--- src/rtl/fetch_sequencer_pkg.sv ---
// Shared definitions for the RV32I fetch sequencer: widths, reset PC and
// the fetch FSM encoding.
package fetch_sequencer_pkg;
  localparam int XLEN_DEF = 32;
  localparam int INSN_BYTES = 4;
  localparam logic [XLEN_DEF-1:0] RESET_PC_DEF = 32'h0;

  typedef enum logic [1:0] {
    BOOT  = 2'd0,
    RUN   = 2'd1,
    FLUSH = 2'd2
  } fetch_state_t;

  // Width of a counter that must hold 0..n inclusive.
  function automatic int cnt_w(input int n);
    return $clog2(n + 1);
  endfunction
endpackage

--- src/rtl/fetch_sequencer_fifo.sv ---
// Small synchronous FIFO with flush; holds in-flight fetch PCs and buffered
// {pc,instruction} pairs. rdata reads as zero while empty.
module fetch_fifo
  import fetch_sequencer_pkg::*;
#(
  parameter int WIDTH = 32,
  parameter int DEPTH = 2
) (
  input  logic                       clk,
  input  logic                       reset,
  input  logic                       push,
  input  logic [WIDTH-1:0]           wdata,
  input  logic                       pop,
  input  logic                       flush,
  output logic [WIDTH-1:0]           rdata,
  output logic [$clog2(DEPTH+1)-1:0] count
);
  localparam int CW = cnt_w(DEPTH);
  localparam int PW = (DEPTH > 1) ? $clog2(DEPTH) : 1;

  logic [DEPTH-1:0][WIDTH-1:0] mem;
  logic [PW-1:0] wr_ptr, rd_ptr;
  logic do_push, do_pop;

  function automatic logic [PW-1:0] nxt(input logic [PW-1:0] p);
    return (p == PW'(DEPTH - 1)) ? '0 : p + PW'(1);
  endfunction

  assign do_pop  = pop && (count != '0);
  assign do_push = push && ((count != CW'(DEPTH)) || do_pop);
  assign rdata   = (count == '0) ? '0 : mem[rd_ptr];

  always_ff @(posedge clk or negedge reset) begin
    if (!reset) begin
      wr_ptr <= '0;
      rd_ptr <= '0;
      count  <= '0;
    end else if (flush) begin
      wr_ptr <= '0;
      rd_ptr <= '0;
      count  <= '0;
    end else begin
      if (do_push) wr_ptr <= nxt(wr_ptr);
      if (do_pop)  rd_ptr <= nxt(rd_ptr);
      count <= count + CW'(do_push) - CW'(do_pop);
    end
  end

  // Storage needs no reset: rdata is masked while the FIFO is empty.
  always_ff @(posedge clk) begin
    if (do_push && !flush) mem[wr_ptr] <= wdata;
  end
endmodule

--- src/rtl/fetch_sequencer.sv ---
// RV32I fetch sequencer: owns the fetch PC, issues imem requests, buffers
// returned words for decode and squashes wrong-path fetches on redirect.
module fetch_sequencer
  import fetch_sequencer_pkg::*;
#(
  parameter int              XLEN      = XLEN_DEF,
  parameter logic [XLEN-1:0] RESET_PC  = RESET_PC_DEF,
  parameter int              MAX_OUTST = 2,
  parameter int              BUF_DEPTH = 2
) (
  input  logic            clk,
  input  logic            reset,
  output logic            imem_req_valid,
  input  logic            imem_req_ready,
  output logic [XLEN-1:0] imem_req_addr,
  input  logic            imem_rsp_valid,
  input  logic [XLEN-1:0] imem_rsp_data,
  input  logic            redirect_valid,
  input  logic [XLEN-1:0] redirect_target,
  output logic            inst_valid,
  input  logic            inst_ready,
  output logic [XLEN-1:0] inst_data,
  output logic [XLEN-1:0] inst_pc,
  output logic            busy
);
  localparam int OW = cnt_w(MAX_OUTST);
  localparam int BW = cnt_w(BUF_DEPTH);

  fetch_state_t    state;
  logic [XLEN-1:0] fetch_pc;
  logic [OW-1:0]   outst, outst_n, drop_cnt, drop_n, pc_count;
  logic [BW-1:0]   buf_count, buf_n;
  logic            fire, buf_push, buf_pop, can_issue;
  logic [XLEN-1:0] rsp_pc;
  logic [2*XLEN-1:0] buf_head;

  assign fire     = imem_req_valid && imem_req_ready;
  assign buf_pop  = inst_valid && inst_ready;
  // A response arriving with a redirect belongs to the old path.
  assign buf_push = imem_rsp_valid && (drop_cnt == '0) && !redirect_valid;

  assign imem_req_addr = fetch_pc;
  assign inst_valid    = (buf_count != '0);
  assign inst_pc       = buf_head[2*XLEN-1:XLEN];
  assign inst_data     = buf_head[XLEN-1:0];
  assign busy          = (outst != '0) || (buf_count != '0);

  fetch_fifo #(.WIDTH(XLEN), .DEPTH(MAX_OUTST)) u_pc_fifo (
    .clk   (clk),
    .reset (reset),
    .push  (fire),
    .wdata (fetch_pc),
    .pop   (imem_rsp_valid),
    .flush (1'b0),
    .rdata (rsp_pc),
    .count (pc_count)
  );

  fetch_fifo #(.WIDTH(2*XLEN), .DEPTH(BUF_DEPTH)) u_inst_buf (
    .clk   (clk),
    .reset (reset),
    .push  (buf_push),
    .wdata ({rsp_pc, imem_rsp_data}),
    .pop   (buf_pop),
    .flush (redirect_valid),
    .rdata (buf_head),
    .count (buf_count)
  );

  // Issue decision is made on next-cycle occupancy so valid is registered
  // and every fired request is guaranteed a buffer slot.
  always_comb begin
    outst_n = outst + OW'(fire) - OW'(imem_rsp_valid);
    buf_n   = redirect_valid ? '0 : buf_count + BW'(buf_push) - BW'(buf_pop);
    if (redirect_valid)
      drop_n = outst_n;
    else if (imem_rsp_valid && (drop_cnt != '0))
      drop_n = drop_cnt - OW'(1);
    else
      drop_n = drop_cnt;
    can_issue = !redirect_valid
             && ((int'(outst_n) + int'(buf_n)) < BUF_DEPTH)
             && (int'(outst_n) < MAX_OUTST);
  end

  always_ff @(posedge clk or negedge reset) begin
    if (!reset) begin
      state          <= BOOT;
      fetch_pc       <= RESET_PC;
      outst          <= '0;
      drop_cnt       <= '0;
      imem_req_valid <= 1'b0;
    end else begin
      outst          <= outst_n;
      drop_cnt       <= drop_n;
      imem_req_valid <= 1'b0;
      if (redirect_valid)
        fetch_pc <= {redirect_target[XLEN-1:2], 2'b00};
      else if (fire)
        fetch_pc <= fetch_pc + XLEN'(INSN_BYTES);
      if (redirect_valid) begin
        state <= (outst_n != '0) ? FLUSH : RUN;
      end else begin
        unique case (state)
          BOOT: begin
            state          <= RUN;
            imem_req_valid <= can_issue;
          end
          RUN: imem_req_valid <= can_issue;
          FLUSH: begin
            if (drop_n == '0) begin
              state          <= RUN;
              imem_req_valid <= can_issue;
            end
          end
          default: state <= BOOT;
        endcase
      end
    end
  end

  always @(posedge clk) begin
    if (reset) begin
      assert (!(fire && !imem_rsp_valid && (outst == OW'(MAX_OUTST))));
      assert (!(imem_rsp_valid && (outst == '0)));
      assert (!(buf_push && !buf_pop && (buf_count == BW'(BUF_DEPTH))));
      assert (outst == pc_count);
    end
  end
endmodule

--- config.mk ---
export PLATFORM = sky130hd
export DESIGN_NAME = fetch_sequencer
export DESIGN_NICKNAME = d
export VERILOG_FILES = /design/src/rtl/fetch_sequencer_pkg.sv /design/src/rtl/fetch_sequencer_fifo.sv /design/src/rtl/fetch_sequencer.sv
export SDC_FILE = /design/constraint.sdc
export NUM_CORES = 1
export LEC_CHECK = 0
export ABC_AREA = 1
export ABC_CLOCK_PERIOD_IN_PS = 4650
export BUFFER_PORTS_ARGS = -buffer_cell sky130_fd_sc_hd__buf_2
export CAP_MARGIN = 20
export CORE_MARGIN = 4
export CORE_UTILIZATION = 40
export DETAILED_ROUTE_END_ITERATION = 8
export GPL_TIMING_DRIVEN = 0
export HOLD_SLACK_MARGIN = 0.05
export PLACE_DENSITY = 0.62
export SLEW_MARGIN = 40
export SYNTH_ARGS = -nofsm -noshare
export SYNTH_HDL_FRONTEND = slang
export SYNTH_SLANG_ARGS = --single-unit
--- constraint.sdc ---
create_clock -name clk -period 4.65 [get_ports clk]
set_input_delay 0.465 -clock clk [delete_from_list [all_inputs] [get_ports clk]]
set_output_delay 0.465 -clock clk [all_outputs]
set_load 0.03 [all_outputs]
# --- Word-level counts from Yosys, hierarchy flattened ---
# Index checks and enable logic that the tools add are counted.
word_totals:
  input_bits: 70
  out_inout_bits: 99
  elab_cells: 110
  ff_bits: 239
op_classes:
  n_mux: 33
  n_reduce_logical: 33
  addsub: 15
  magnitude_cmp: 8
  eq_ne: 6
ops:
  columns: ["operator", "count"]
  rows:
  - ["$mux 64", 4]
  - ["$mux 32", 6]
  - ["$bwmux 128", 1]
  - ["$bwmux 64", 1]
  - ["$demux 64 s1", 1]
  - ["$add 32x3->32 const B", 1]
  - ["$demux 32 s1", 1]
  - ["$reduce_bool 2->1", 8]
  - ["$logic_and 1x1->1", 14]
  - ["$mux 2", 7]
  - ["$logic_not 2->1", 5]
  - ["$mux 1", 10]
  - ["$add 2x1->2", 4]
  - ["$lt 1x2->1 const B", 4]
  - ["$sub 2x1->2", 4]
  - ["$ne 2x2->1 const B", 3]
  - ["$pmux 2 s3", 1]
  - ["$add 1x1->1 const B", 4]
  - ["$add 2x2->3", 1]
  - ["$logic_or 1x1->1", 3]
  - ["$lt 3x2->1 const B", 1]
  - ["$ne 3x3->1 const B", 1]
  - ["$eq 2x1->1 const B", 1]
  - ["$eq 2x2->1 const B", 1]
  - ["7 further kinds", 8]

# --- Depth between registers and ports, before layout ---
# Gate-level depths: netlist of the first run.
depth:
  ltp_word: 13
  mapped_depth: 14
  ltp_nobuf: 14

# --- Hierarchy ---
# Synthesis of the first run repeated with hierarchy kept, for this count alone.
unflattened:
  hier_cells: 994
  hier_area_um2: 10792.9
modules_own_cells:
  columns: ["mod", "cells_each", "n_inst", "area_per_inst_um2", "seq_area_each_um2"]
  rows:
  - ["fetch_fifo (u_inst_buf)", 378, 1, 5251.3, 3943.8]
  - ["fetch_fifo (u_pc_fifo)", 207, 1, 2812.7, 2021.9]
  - ["fetch_sequencer", 409, 1, 2728.9, 925.9]

# --- Least setup slack after synthesis of the first run ---
# No wires, ideal clock.
synth_path:
  path_kind: "in2reg"
  from: "in redirect_valid"
  to: "reg u_inst_buf.mem[0] in the netlist's numbering (enable)"
  n_path_buf: 1
  setup_time_ps: 484
  slack_ps: 563
  required_time_ps: 4166
  path_stages: 4
  arrival_time_ps: 3603
  path_cell_list: "buf_4 > nor3_2 > nand2_1 > nor2_1"
synth_between:
  elab_chain_len: 4
synth_lines:
  columns: ["element", "line_no", "text"]
  rows:
  - ["start: declaration", "fetch_sequencer.sv:18", "input logic redirect_valid,"]
  - ["$logic_not 1->1 *", "fetch_sequencer_fifo.sv:51, fetch_sequencer.sv:40", null]
  - ["$logic_and 1x1->1", "fetch_sequencer.sv:40", "assign buf_push = imem_rsp_valid && (drop_cnt == '0) && !redirect_valid;"]
  - ["$logic_and 1x1->1", "fetch_sequencer_fifo.sv:30", "assign do_push = push && ((count != CW'(DEPTH)) || do_pop);"]
  - ["$logic_and 1x1->1 *", "fetch_sequencer_fifo.sv:51", "if (do_push && !flush) mem[wr_ptr] <= wdata;"]
  - ["end signal: indexed assignment", "fetch_sequencer_fifo.sv:51", null]
  - ["end: declaration", "fetch_sequencer_fifo.sv:21", "logic [DEPTH-1:0][WIDTH-1:0] mem;"]
# Mark *: on every way between the ends. The rest lies on a longest branch, timed or not.
# A chain may end at the register's enable or synchronous reset.

# --- Final worst setup path of the first run ---
layout_path:
  from: "reg u_inst_buf.rd_ptr"
  to: "out inst_pc[1]"
layout_between:
  elab_chain_len: 3
layout_lines:
  columns: ["element", "line_no", "text"]
  rows:
  - ["start: declaration", "fetch_sequencer_fifo.sv:22", "logic [PW-1:0] wr_ptr, rd_ptr;"]
  - ["start signal: assignment", "fetch_sequencer_fifo.sv:44", "if (do_pop) rd_ptr <= nxt(rd_ptr);"]
  - ["$mux 64 (not written as such) (2 in a row)", "fetch_sequencer_fifo.sv:31", "assign rdata = (count == '0) ? '0 : mem[rd_ptr];"]
  - ["$mux 64", "fetch_sequencer_fifo.sv:31", null]
  - ["end: declaration", "fetch_sequencer.sv:23", "output logic [XLEN-1:0] inst_pc,"]
# Every way passes these cells. The select of a mux whose other input is x is not followed.

==> impl_metrics.py, run 1 <==
metrics = {
    "route": {
        "ant_nets": 0,
        "dr.pass1.iters": 5,
        "drt_iter0_drc": 419,
        "wl_per_cell_um": 15.3,
        "via_per_inst": 4.76,
        "routed_wl_um": 23100,
        "drc_errors": 0,
        "num_vias": 7165,
    },
    "placement": {
        "io_buffers": 164,
        "place_congestion": 0.890,
        "dp.cells": 1459,
        "dp_hpwl_um": 16700,
    },
    "clock_tree": {
        "clk_path_buf_depth": 3,
        "post_cts_buffers": 0,
        "cts_tree": "built",
        "clk_pin_slew_ps": 60,
        "postCtsResizedCells": 0,
        "cts_root_buf": "clkbuf_16",
        "clk_latency_ps": 510,
        "cts-buffers-inserted": 25,
        "htreeDepth": 1,
        "cts.sinks": 231,
    },
    "timing": {
        "fin_worst_skew_ps": 9.41,
        "tns_ps": 0,
        "finalMaxSlewViolations": 0,
        "period_minus_slack_ps": 2630,
        "finalSetupViolations": 0,
        "tightest_slew_ps": 625,
        "fmax_ghz": 0.380,
        "hold_viol": 0,
        "rsz0062_at_grt": "false",
        "slew_headroom_pct": 58.3,
        "min_period_over_period_pct": 56.6,
    },
    "setup_path": {
        "worstPathArrival_ps": 2170,
        "crit_fanout": 10,
        "r2r-start": "u_inst_buf.count[1]$_DFF_PN0_",
        "critPathCaptureType": "output pin",
        "critPathLaunchType": "flip-flop",
        "rr_endpoint": "imem_req_valid$_DFF_PN0_",
        "critPathKind": "flip-flop to output pin",
        "rrSetupSlack_ps": 2180,
        "ff2ff_path_depth": 11,
        "critPathRequiredTime_ps": 4180,
    },
    "finish": {
        "area_growth_pct": 24.0,
        "fillers": 2197,
        "diodes": 0,
        "nets": 1243,
        "drive_above_1_share_pct": 22.4,
        "seqCellArea_sq_um": 6710,
        "multi_input_area_sq_um": 2920,
        "stdcell_count": 1505,
    },
    "synth": {
        "synth_xor_area_share_pct": 1.49,
        "ys_ff_latch": 231,
        "synth_cell_types": 30,
        "synth_compound_area_share_pct": 6.99,
        "muxShareOfSynthArea_pct": 0,
        "synth_cells": 960,
        "synth_area_sq_um": 10000,
        "synth_area_leader_cell": "edfxtp_1",
        "yosysWarnings": 0,
        "synth_top_area_share_pct": 55.7,
        "synth_top_cells_by_area": "edfxtp_1, nand2_1, dfrtp_1, a21oi_1, inv_1",
        "synth_fa_ha_area_share_pct": 1.32,
        "synthSimpleGateAreaFrac_pct": 18.9,
        "avgSynthCellArea_sq_um": 10.4,
        "seq_area_frac_synth_pct": 67.0,
        "synth_top_family_by_area": "simple AND/OR/NAND/NOR gates",
    },
    "die": {
        "die_area_sq_um": 27700,
        "start_util_pct": 41.0,
        "fp.dieW_um": 166,
        "fp-row-count": 57,
        "dieHeight_um": 166,
        "io_pins": 169,
        "core-area_sq_um": 24500,
    },
    "global_routing": {
        "grt-ovfl-total": 0,
        "antenna_found_initial": 0,
        "grt_pass1_vias": 6960,
        "grt_max_degree": 46,
        "grt_pass1_wl_um": 36600,
        "grt_usage_pct": 16.4,
    },
    "pwr": {
        "power_leakage_nw": 5.25,
        "peakVddDrop_uv": 241,
        "p_per_area_nw_per_um2": 605,
    },
    "hold_path": {
        "holdPathEnd": "u_inst_buf.mem[8]$_DFFE_PP_",
        "hold_start": "imem_rsp_data[8]",
        "hp-class": "input pin to flip-flop",
        "hold_depth": 1,
    },
    "outcome": {
        "status": "finished clean",
    },
    "run": {
        "cap_violations": 0,
    },
}
## layout make-up
| type | count | share of cell area (%) |
|---|---|---|
| plain buffers | 40 | 1.51 |
| clock inverters | 18 | 2.36 |
| multi-input cells | 626 | 23.5 |
| well taps | 324 | 3.26 |
| flip-flops and latches | 231 | 54.0 |
| repair buffers | 173 | 8.28 |
| clock buffers | 27 | 5.10 |
| inverters | 66 | 1.99 |
## synthesized netlist by cell type (all sizes together)
library cell / instances
dfrtp: 45
a21oi: 103
a31oi: 1
conb: 1
inv: 66
o21bai: 6
xor2: 10
nor3: 4
edfxtp: 186
nor2: 71
nand3: 36
buf: 24
ha: 9
o21ai: 19
o211ai: 4
fa: 1
nand2: 349
o311ai: 1
xnor2: 7
nand4: 1
clkbuf: 16
## where the power goes
part | leakage [nW] | internal, mW | switching [mW]
Clock | 0.447 | 1.39 | 0.790
Combinational | 2.56 | 0.694 | 1.91
Sequential | 2.23 | 2.57 | 0.169
Total | 5.25 | 4.65 | 2.87
## cell families after synthesis
group	after synthesis
and+or+nand+nor	461
DFF	231
AOI/OAI and AO/OA	134
buffers and inverters	106
xor gates and xnor gates	17
adders and majority gates	10
other	1
## registers in the layout, indices dropped and copies added, names as in the netlist
name,cells
outst,2
u_inst_buf.wr_ptr,1
u_pc_fifo.wr_ptr,1
u_inst_buf.count,2
u_pc_fifo.mem,60
imem_req_valid,1
u_inst_buf.rd_ptr,1
imem_req_addr,30
u_pc_fifo.rd_ptr,1
u_inst_buf.mem,126
state,2
u_pc_fifo.count,2
drop_cnt,2
## layer usage
layer / GRT usage (%) / share of wire, %
met5: 0 / 0
met4: 4.80 / 2.5
met3: 2.59 / 6.5
met2: 26.8 / 46
met1: 22.9 / 45
## how the worst max path moves through the flow
stage	startpoint	cells past startpoint	slack, ps	to
final	u_inst_buf.rd_ptr$_DFFE_PN0P_	6	2020	inst_pc[1]
after global routing	u_inst_buf.rd_ptr$_DFFE_PN0P_	6	1850	inst_pc[1]
after CTS	u_inst_buf.rd_ptr$_DFFE_PN0P_	6	1950	inst_pc[1]
after detailed placement	imem_req_ready	15	2200	imem_req_valid$_DFF_PN0_
after global placement	redirect_valid	5	-1180	u_inst_buf.mem[24]$_DFFE_PP_
after floorplan	redirect_valid	4	560	u_inst_buf.mem[0]$_DFFE_PP_
## per-stage QoR
step                setup slack [ps]  total power [mW]  hold WS [ps]  util, %  cell area, sq um
floorplan                        563              4.51           169        -             10000
CTS                             1950              7.60           124     50.8             12400
global route                    1850              7.96           119     50.8             12400
detailed placement              2200              5.41           531     47.0             11500
global placement               -1180              5.34           500     46.0             11300
finish                          2020              7.52           144     50.8             12400
## worst max-delay path, stage by stage (launching register included)
cell,delay (ps)
dfrtp_1,410
inv_2,180
clkbuf_1,420
nand2_1,90
a21oi_1,230
buf_4,140
buf_2,180
## timing repair
item,CTS,global route
endpoints found under the hold margin,45,0
hold buffers,1,0
endpoints found under the setup margin,0,0
## cell usage in the layout, fill, tap and decap left out, types with 18 or more instances in the layout
cell type / netlist / final
clkbuf_16: 0 / 25
inv_1: 62 / 62
nor2_1: 58 / 54
buf_2: 18 / 181
dfrtp_1: 45 / 45
nand2_1: 343 / 343
o21ai_0: 19 / 19
a21oi_1: 103 / 103
nand3_1: 36 / 36
edfxtp_1: 186 / 186
clkbuf_1: 16 / 18
Power figures use the tool's default switching activity.
==> inputs of run 2 (changes only) <==
ABC_CLOCK_PERIOD_IN_PS = 2500   (was 4650)
clock period = 2.5 ns   (was 4.65 ns; I/O delays follow)
==> run 2 against run 1 <==
Effect of this change:
- setup slack worse by 1900 ps
- count of clock-buffer cells in the layout is 7 higher
- via count increased by 3.9%
- final cell count up 4.0%
- routed wire length up 4.7%
- critical path depth grew 3
- non-clock buffer count rose by 61
- hold slack worse by 64 ps
- global-route usage rose by 0.68 points
- total power is 81% higher
- clock skew up 12 ps
- critical path type is now flip-flop to flip-flop
- highest routed layer unchanged
==> impl_metrics.py, run 2 (synthesis gave the netlist of run 1 again) <==
metrics = {
    "finish": {
        "fin_area_sq_um": 12900,
        "area_growth_pct": 28.5,
        "seqCellArea_sq_um": 6710,
        "fillers": 2145,
        "mostFrequentLayoutCell": "nand2_1",
        "stdcell_count": 1565,
        "diodes": 0,
        "nets": 1303,
        "multi_input_area_sq_um": 2930,
        "layout_common_cells": "nand2_1, edfxtp_1, buf_2",
        "drive_above_1_share_pct": 21.4,
        "regMostFlops": "u_inst_buf.mem",
        "largest_reg_flops": 126,
        "final_util_pct": 52.6,
    },
    "pwr": {
        "power_leakage_nw": 5.44,
        "peakVddDrop_uv": 521,
        "power_frac_seq_pct": 37.5,
        "pwr-share-comb_pct": 36.5,
        "p_per_area_nw_per_um2": 1060,
        "swShare_pct": 39.0,
        "p_switching_mw": 5.31,
        "internal-power_mw": 8.30,
        "pwr-share-clk_pct": 26.0,
    },
    "setup_path": {
        "critPathSlowestCell": "nor2_4",
        "cp_top_family": "simple AND/OR/NAND/NOR gates",
        "critPathCaptureType": "flip-flop",
        "crit_fanout": 14,
        "path_buf_inv": 5,
        "worstPathArrival_ps": 2550,
        "critPathLaunchType": "flip-flop",
        "critPathKind": "flip-flop to flip-flop",
        "crit_chain": "inv_1 > ha_1 > inv_1 > nor3_2 > nand2_1 > nor2_4 > buf_16 > buf_8 > buf_8",
        "cp_slowest_stage_delay_ps": 420,
        "critPathRequiredTime_ps": 2710,
    },
    "die": {
        "die_area_sq_um": 27700,
        "dieHeight_um": 166,
        "fp-row-count": 57,
        "start_util_pct": 41.0,
        "core-area_sq_um": 24500,
        "fp.dieW_um": 166,
        "io_pins": 169,
    },
    "clock_tree": {
        "cts_root_buf": "clkbuf_16",
        "clk_path_buf_depth": 3,
        "clk_latency_ps": 510,
        "cts_tree": "built",
        "cts-buffers-inserted": 24,
        "cts.sinks": 231,
        "clk_pin_slew_ps": 60,
        "htreeDepth": 1,
    },
    "timing": {
        "min_period_over_period_pct": 93.5,
        "tightest_slew_ps": 635,
        "fmax_ghz": 0.428,
        "slew_headroom_pct": 57.7,
        "hold_viol": 0,
        "fin_worst_skew_ps": 21.7,
        "layout_setup_ws_ps": 163,
        "finalMaxSlewViolations": 0,
        "rsz0062_at_grt": "false",
        "period_minus_slack_ps": 2340,
        "tns_ps": 0,
        "finalSetupViolations": 0,
    },
    "global_routing": {
        "grt_pass1_wl_um": 38400,
        "grt_pass1_vias": 7212,
        "grt_max_degree": 46,
        "grt-ovfl-total": 0,
        "grt_usage_pct": 17.1,
        "antenna_found_initial": 0,
    },
    "route": {
        "num_vias": 7444,
        "via_per_inst": 4.76,
        "wl_per_cell_um": 15.4,
        "drt_iter0_drc": 518,
        "routed_wl_um": 24200,
        "ant_nets": 0,
        "drc_errors": 0,
        "dr.pass1.iters": 5,
    },
    "outcome": {
        "status": "finished clean",
    },
    "placement": {
        "place_ws_ps": 51.7,
        "place_area_sq_um": 11500,
        "dp.cells": 1460,
        "io_buffers": 164,
        "place_congestion": 0.906,
        "dp_hpwl_um": 16800,
    },
    "run": {
        "cap_violations": 0,
    },
    "hold_path": {
        "hp-class": "input pin to flip-flop",
    },
}
-- run 2: cell count changes in the layout (fill, tap and decap cells not counted), sizes merged --
cell / before / now
clkinv: 6 / 7
buf: 196 / 198
clkinvlp: 2 / 1
clkbuf: 43 / 51
inv: 69 / 66
bufinv: 7 / 2
dlygate4sd3: 1 / 59
-- run 2: worst register-to-register path, stage by stage, from the launching register on --
cell and delay [ps]:
dfrtp_1 370, inv_1 80, ha_1 140, inv_1 80
nor3_2 180, nand2_1 230, nor2_4 420, buf_16 210
buf_8 160, buf_8 160
-- run 2: through the flow --
stage,power [mW],hold WS [ps]
3_5_place_dp,10.1,315
4_1_cts,13.7,50.9
5_1_grt,14.4,89.1
6_report,13.6,80.3
2_1_floorplan,8.39,-45.6
3_3_place_gp,9.92,438
-- run 2: path summary, 6_finish.rpt --
check / startpoint / endpoint / slack, ps / cells past startpoint
max in group asynchronous: reset / u_pc_fifo.rd_ptr$_DFFE_PN0P_ / 1760 / 2
setup reg to reg: drop_cnt[0]$_DFF_PN0_ / u_inst_buf.mem[28]$_DFFE_PP_ / 160 / 9
hold reg to reg: state[1]$_DFFE_PN0P_ / state[0]$_DFFE_PN0P_ / 530 / 3
setup / recovery: drop_cnt[0]$_DFF_PN0_ / u_inst_buf.mem[28]$_DFFE_PP_ / 160 / 9
hold / removal: redirect_target[14] / imem_req_addr[14]$_DFFE_PN0N_ / 80 / 4
min in group asynchronous: reset / imem_req_addr[28]$_DFFE_PN0N_ / 300 / 2
-- run 2: timing repair --
item / CTS / global route
hold endpoints to repair: 135 / 0
hold buffers: 59 / 0
endpoints found under the setup margin: 0 / 26
gates resized for setup: 0 / 11
buffers inserted: 0 / 2
-- run 2: metal layers --
| layer | vias up | part of all wire (%) | track usage (%) | routed length (um) |
|---|---|---|---|---|
| li1 | 3734 | - | - | - |
| met1 | 3436 | 46 | 24.3 | 11200 |
| met2 | 238 | 46 | 27.9 | 11100 |
| met3 | 36 | 6.0 | 2.83 | 1460 |
| met4 | 0 | 1.7 | 3.66 | 403 |
| met5 | - | 0 | 0 | 0 |
-- run 2: power groups by stage --
stage	Combinational, mW	Sequential (mW)	Clock [mW]
floorplan	3.15	5.24	0
global placement	4.75	5.17	0
detailed placement	4.90	5.17	0
CTS	5.00	5.09	3.64
global route	5.45	5.16	3.81
finish	4.96	5.10	3.54
-- run 2: layout make-up --
cell class / count / area share [%]
timing repair buffer: 234 / 12.3
multi-input combinational: 626 / 22.8
clock buffer: 34 / 5.43
tap: 324 / 3.15
buffer: 40 / 1.51
sequential: 231 / 52.1
clock inverter: 10 / 0.758
inverter: 66 / 1.92
